### src/rtl/la_vdemux2s.sv
// Valid/ready 1:2 demux: each input word is steered by one-hot selects into one of two
// independent 2-entry FIFOs; an invalid select is consumed and raises a sticky error flag.
module la_vdemux2s #(
    parameter N    = 1,
    parameter PROP = "DEFAULT"
) (
    input  logic         clk,
    input  logic         reset,
    input  logic         sel1,
    input  logic         sel0,
    input  logic [N-1:0] in,
    input  logic         in_valid,
    output logic         in_ready,
    output logic [N-1:0] out0,
    output logic [N-1:0] out1,
    output logic         out0_valid,
    output logic         out1_valid,
    input  logic         out0_ready,
    input  logic         out1_ready,
    output logic         err
);

    // PROP is a library cell hint only and changes nothing in the logic.
    if ($bits(PROP) == 0) begin : g_no_prop
    end

    logic [N-1:0] r_mem [2][2];
    logic [1:0]   r_wp;
    logic [1:0]   r_rp;
    logic [1:0]   r_cnt [2];
    logic         r_err;

    logic         w_sel_ch0;
    logic         w_sel_ch1;
    logic         w_sel_bad;
    logic         w_accept;
    logic [1:0]   w_full;
    logic [1:0]   w_push;
    logic [1:0]   w_pop;

    assign w_sel_ch0 = sel0 & ~sel1;
    assign w_sel_ch1 = sel1 & ~sel0;
    assign w_sel_bad = (sel0 == sel1);

    assign w_full[0] = (r_cnt[0] == 2'd2);
    assign w_full[1] = (r_cnt[1] == 2'd2);

    // Readiness looks only at registered occupancy, so a full channel refuses even if it pops.
    assign in_ready = (w_sel_ch0 & ~w_full[0]) | (w_sel_ch1 & ~w_full[1]) | w_sel_bad;
    assign w_accept = in_valid & in_ready;

    assign w_push[0] = w_accept & w_sel_ch0;
    assign w_push[1] = w_accept & w_sel_ch1;
    assign w_pop[0]  = (r_cnt[0] != 2'd0) & out0_ready;
    assign w_pop[1]  = (r_cnt[1] != 2'd0) & out1_ready;

    always_ff @(posedge clk or posedge reset) begin
        if (reset) begin
            for (int k = 0; k < 2; k++) begin
                r_mem[k][0] <= '0;
                r_mem[k][1] <= '0;
                r_cnt[k]    <= 2'd0;
            end
            r_wp  <= 2'b00;
            r_rp  <= 2'b00;
            r_err <= 1'b0;
        end else begin
            for (int k = 0; k < 2; k++) begin
                if (w_push[k]) begin
                    r_mem[k][r_wp[k]] <= in;
                    r_wp[k]           <= ~r_wp[k];
                end
                if (w_pop[k]) begin
                    r_rp[k] <= ~r_rp[k];
                end
                r_cnt[k] <= r_cnt[k] + {1'b0, w_push[k]} - {1'b0, w_pop[k]};
            end
            if (w_accept & w_sel_bad) begin
                r_err <= 1'b1;
            end
        end
    end

    assign out0       = r_mem[0][r_rp[0]];
    assign out1       = r_mem[1][r_rp[1]];
    assign out0_valid = (r_cnt[0] != 2'd0);
    assign out1_valid = (r_cnt[1] != 2'd0);
    assign err        = r_err;

endmodule

### config.mk
export PLATFORM = sky130hd
export DESIGN_NAME = la_vdemux2s
export DESIGN_NICKNAME = d
export VERILOG_FILES = /design/src/rtl/la_vdemux2s.sv
export SDC_FILE = /design/constraint.sdc
export NUM_CORES = 1
export LEC_CHECK = 0
export ABC_AREA = 0
export BUFFER_PORTS_ARGS = -buffer_cell sky130_fd_sc_hd__buf_2
export CAP_MARGIN = 20
export CELL_PAD_IN_SITES_DETAIL_PLACEMENT = 0
export CELL_PAD_IN_SITES_GLOBAL_PLACEMENT = 1
export CORE_UTILIZATION = 35
export CTS_BUF_LIST = sky130_fd_sc_hd__clkbuf_16
export CTS_CLUSTER_DIAMETER = 30
export DETAILED_ROUTE_END_ITERATION = 16
export PLACE_DENSITY_LB_ADDON = 0.1
export SLEW_MARGIN = 25
export SYNTH_ARGS = -nofsm -noshare
export SYNTH_HDL_FRONTEND = slang
export SYNTH_SLANG_ARGS = --single-unit
### constraint.sdc
create_clock -name clk -period 1.9 [get_ports clk]
set_input_delay 0 -clock clk [delete_from_list [all_inputs] [get_ports clk]]
set_output_delay 0 -clock clk [all_outputs]
set_load 0.01 [all_outputs]
==> tab_implementation.tex <==
\begin{tabular}{lr}
\hline
Metric & Value \\
\hline
\multicolumn{2}{l}{\textbf{Run status}} \\
Outcome & completed \\
\multicolumn{2}{l}{\textbf{Floorplan}} \\
Die area & 0.00218 mm2 \\
Placeable core region & about 0.0018 mm2 \\
I/O pin cnt & 14 \\
Horiz. Die Dim & roughly 47 um \\
Effective utilization at floorplan & 38.8\% \\
Chip Height & 46.7 um \\
Number of core rows & 15 \\
\multicolumn{2}{l}{\textbf{Route}} \\
Post-route DRC violation count & 0 \\
Antenna-violating nets left & 0 \\
Final wirelength & $\sim$1000 um \\
Via count & 433 \\
Number of DRC markers after the initial detailed-route iteration & 2 \\
Average via count per standard cell & between 4 and 5 \\
Total iterations of the first detailed-routing run & 4 \\
Average wire length per cell after detail routing & between 10 and 15 um \\
\multicolumn{2}{l}{\textbf{Synth}} \\
Sequential element share of the synthesized area & a little under half \\
Number of synthesized register bits & 13 \\
Mapped Avg Cell Area & 12.5 um2 \\
Top cell type by total area after synthesis & sky130\_fd\_sc\_hd\_\_dfrtp\_1 \\
Total of warnings raised by yosys & 0 \\
Post-synthesis cell count & between 50 and 60 \\
Mapped Area & 698 um2 \\
Synth top area cells & sky130\_fd\_sc\_hd\_\_dfrtp\_1 (47\%), sky130\_fd\_sc\_hd\_\_ha\_1 (11\%), sky130\_fd\_sc\_hd\_\_xnor2\_1 (7.5\%), sky130\_fd\_sc\_hd\_\_mux2\_1 (6.5\%), sky130\_fd\_sc\_hd\_\_nand2b\_4 (3.9\%) \\
Net count after synthesis & 70 \\
Share of the synthesized area in the top cell type & between 40 and 50\% \\
Count of distinct cell types in the synthesized netlist & 16 \\
\multicolumn{2}{l}{\textbf{Timing}} \\
Unrepaired setup endpoints after global routing & no \\
Total negative slack & 0 ps \\
Clock Skew & approximately 0.75 ps \\
Maximum operating frequency & 0.568 GHz \\
Max-slew headroom & 66.1\% \\
Final hold violation count & 0 \\
Fraction of the cycle the final worst path needs & between 90 and 100\% \\
Count of final setup violators & 0 \\
Final critical delay including setup and external delays & about 1800 ps \\
Worst-Margin Slew & 508 ps \\
Final number of max-transition violations & 0 \\
\multicolumn{2}{l}{\textbf{Worst setup path}} \\
Critical path class & flop to flop \\
R2r startpoint & r\_cnt[2] \\
Biggest fanout along the worst timing path & 3 \\
Worst reg-to-reg setup slack & 140 ps \\
Category of the worst setup path launch point & flop \\
CP Capture Type & flop \\
Number of cells on the worst reg-to-reg path & 8 \\
Origin of the worst setup path & r\_cnt[2] \\
Worst EP arrival & approximately 1900 ps \\
Reg-to-reg endpoint & r\_cnt[1] \\
CP required & approximately 2100 ps \\
\multicolumn{2}{l}{\textbf{Finish}} \\
Final cell count without fillers & 100 \\
Layout overhead on the synthesized area & 28.7\% \\
Number of nets in the layout & 90 \\
Count of filler cells inserted in the layout & between 150 and 200 \\
Combined area of the multi-input logic cells & around 360 um2 \\
Post-route core utilization & 49.9\% \\
Proportion of layout cells with a drive suffix above 1 & $\sim$32\% \\
Flip-flop and latch area & around 330 um2 \\
Number of antenna repair diodes & 0 \\
Commonest cells after routing, fill and taps aside & sky130\_fd\_sc\_hd\_\_dfrtp\_1 (13), sky130\_fd\_sc\_hd\_\_buf\_2 (13), sky130\_fd\_sc\_hd\_\_inv\_1 (6), sky130\_fd\_sc\_hd\_\_xnor2\_1 (6), sky130\_fd\_sc\_hd\_\_ha\_1 (6) \\
\multicolumn{2}{l}{\textbf{Clocking}} \\
Clock tree root driver cell & sky130\_fd\_sc\_hd\_\_clkbuf\_16 \\
Level count of the clock H-tree & 1 \\
Clock slew seen by the registers of the worst setup and hold paths & roughly 40 ps \\
Clock sink count & 13 \\
Clock buffer count from CTS & 3 \\
Clk Latency, worst-skew pair & roughly 240 ps \\
TritonCTS clock tree & done \\
Max Root-Sink Buffers & 2 \\
\multicolumn{2}{l}{\textbf{Place}} \\
Cell total after placement & 94 \\
Dpl hpwl & slightly above 800 um \\
Number of I/O port buffers & 13 \\
Placer congestion estimate & 0.681 \\
\multicolumn{2}{l}{\textbf{GRT}} \\
Maximum number of pins on one net before global-route repair & 14 \\
Global-route wire length before repair & roughly 1800 um \\
Total congestion overflow after global routing & 0 \\
Via count of the first global-routing pass & roughly 420 \\
All-layer global routing usage & around 12\% \\
Initial antenna violation count & 0 \\
\multicolumn{2}{l}{\textbf{Hold path}} \\
Cell count of the worst hold path & 2 \\
Tightest Hold Check Type & primary input to flop \\
Min-Delay Endpoint & err \\
Startpoint of the tightest hold check path & in\_valid \\
\multicolumn{2}{l}{\textbf{Pwr}} \\
Maximum ir drop on the vdd rail & roughly 750 uV \\
Power per cell area & 1550 mW/mm2 \\
Leakage power & just over 0.0004 uW \\
\multicolumn{2}{l}{\textbf{Flow run}} \\
Total of max-cap violations & 0 \\
\hline
\end{tabular}
==> stage by stage <==
step / instance area [um2] / total power, uW / setup slack [ps] / hold WS [ps]
3_5_place_dp: 795 / 1000 / 105 / 50.9
2_1_floorplan: 698 / 878 / 185 / -123
4_1_cts: 883 / 1400 / 81.3 / 0.105
3_3_place_gp: 795 / 993 / 148 / 59.3
6_report: 898 / 1390 / 139 / 0.118
5_1_grt: 898 / 1500 / 21.3 / 3.19
==> kinds of logic after synthesis <==
family,share of synthesized area (%)
adders and majority gates,10.8
AOI/OAI and AO/OA,6.27
and+or+nand+nor,14.0
xor gates and xnor gates,10.0
buffers and inverters,2.69
DFF,46.6
muxes,9.68
==> power breakdown <==
group | internal (uW) | total [uW] | switching [uW] | leakage (uW)
sequential | 415 | 513 | 97.5 | 0.000150
combinational | 282 | 494 | 212 | 0.000222
clock | 276 | 382 | 105 | 0.0000423
total | 974 | 1390 | 414 | 0.000415
==> how the worst max path moves through the flow <==
stage,endpoint,slack [ps],cells after the start
after floorplan,r_cnt[1],190,7
after global placement,r_cnt[3],150,8
after detailed placement,r_cnt[3],110,8
after CTS,r_cnt[3],80,8
after global routing,r_cnt[3],20,8
final,r_cnt[1],140,8
==> what timing repair did <==
item,in CTS,in global routing
resized for setup,0,1
hold buffers,1,0
setup endpoints to repair,0,1
buffers inserted,0,1
endpoints found under the hold margin,13,0
==> synth_stat cells (all sizes together) <==
master / number
xnor2: 6
ha: 6
and2: 2
mux2: 6
nand2b: 2
nor3: 2
a221o: 1
nor3b: 2
inv: 5
nand2: 2
dfrtp: 13
a21o: 1
a211oi: 2
or2: 4
xor2: 2
==> critical path, cell delays in order, from the launching register on <==
cell,delay [ps]
sky130_fd_sc_hd__dfrtp_1,390
sky130_fd_sc_hd__nand2b_4,170
sky130_fd_sc_hd__a211oi_2,270
sky130_fd_sc_hd__or2_1,180
sky130_fd_sc_hd__ha_1,230
sky130_fd_sc_hd__inv_1,50
sky130_fd_sc_hd__ha_1,140
sky130_fd_sc_hd__xnor2_1,130
sky130_fd_sc_hd__xnor2_1,130
==> metal layers <==
metal  routed length, um  global-route usage [%]  up-vias
li1                    -                       -      230
met1                 556                    16.4      188
met2                 389                    16.4       13
met3                  57                    4.71        2
met4                   9                    6.86        0
met5                   0                       0        -
==> flip-flops by register name, summed over array words and instances, names as in the netlist <==
signal  count
err         1
r_cnt       4
r_mem       4
r_rp        2
r_wp        2
==> area by class of cell <==
type,instances,share of cell area (%)
multi-input cells,38,40.3
flip-flops and latches,13,36.2
repair buffers,15,9.19
clock buffers,3,8.36
well taps,25,3.48
inverters,5,2.09
clock inverters,1,0.418
Power figures use the tool's default switching activity.
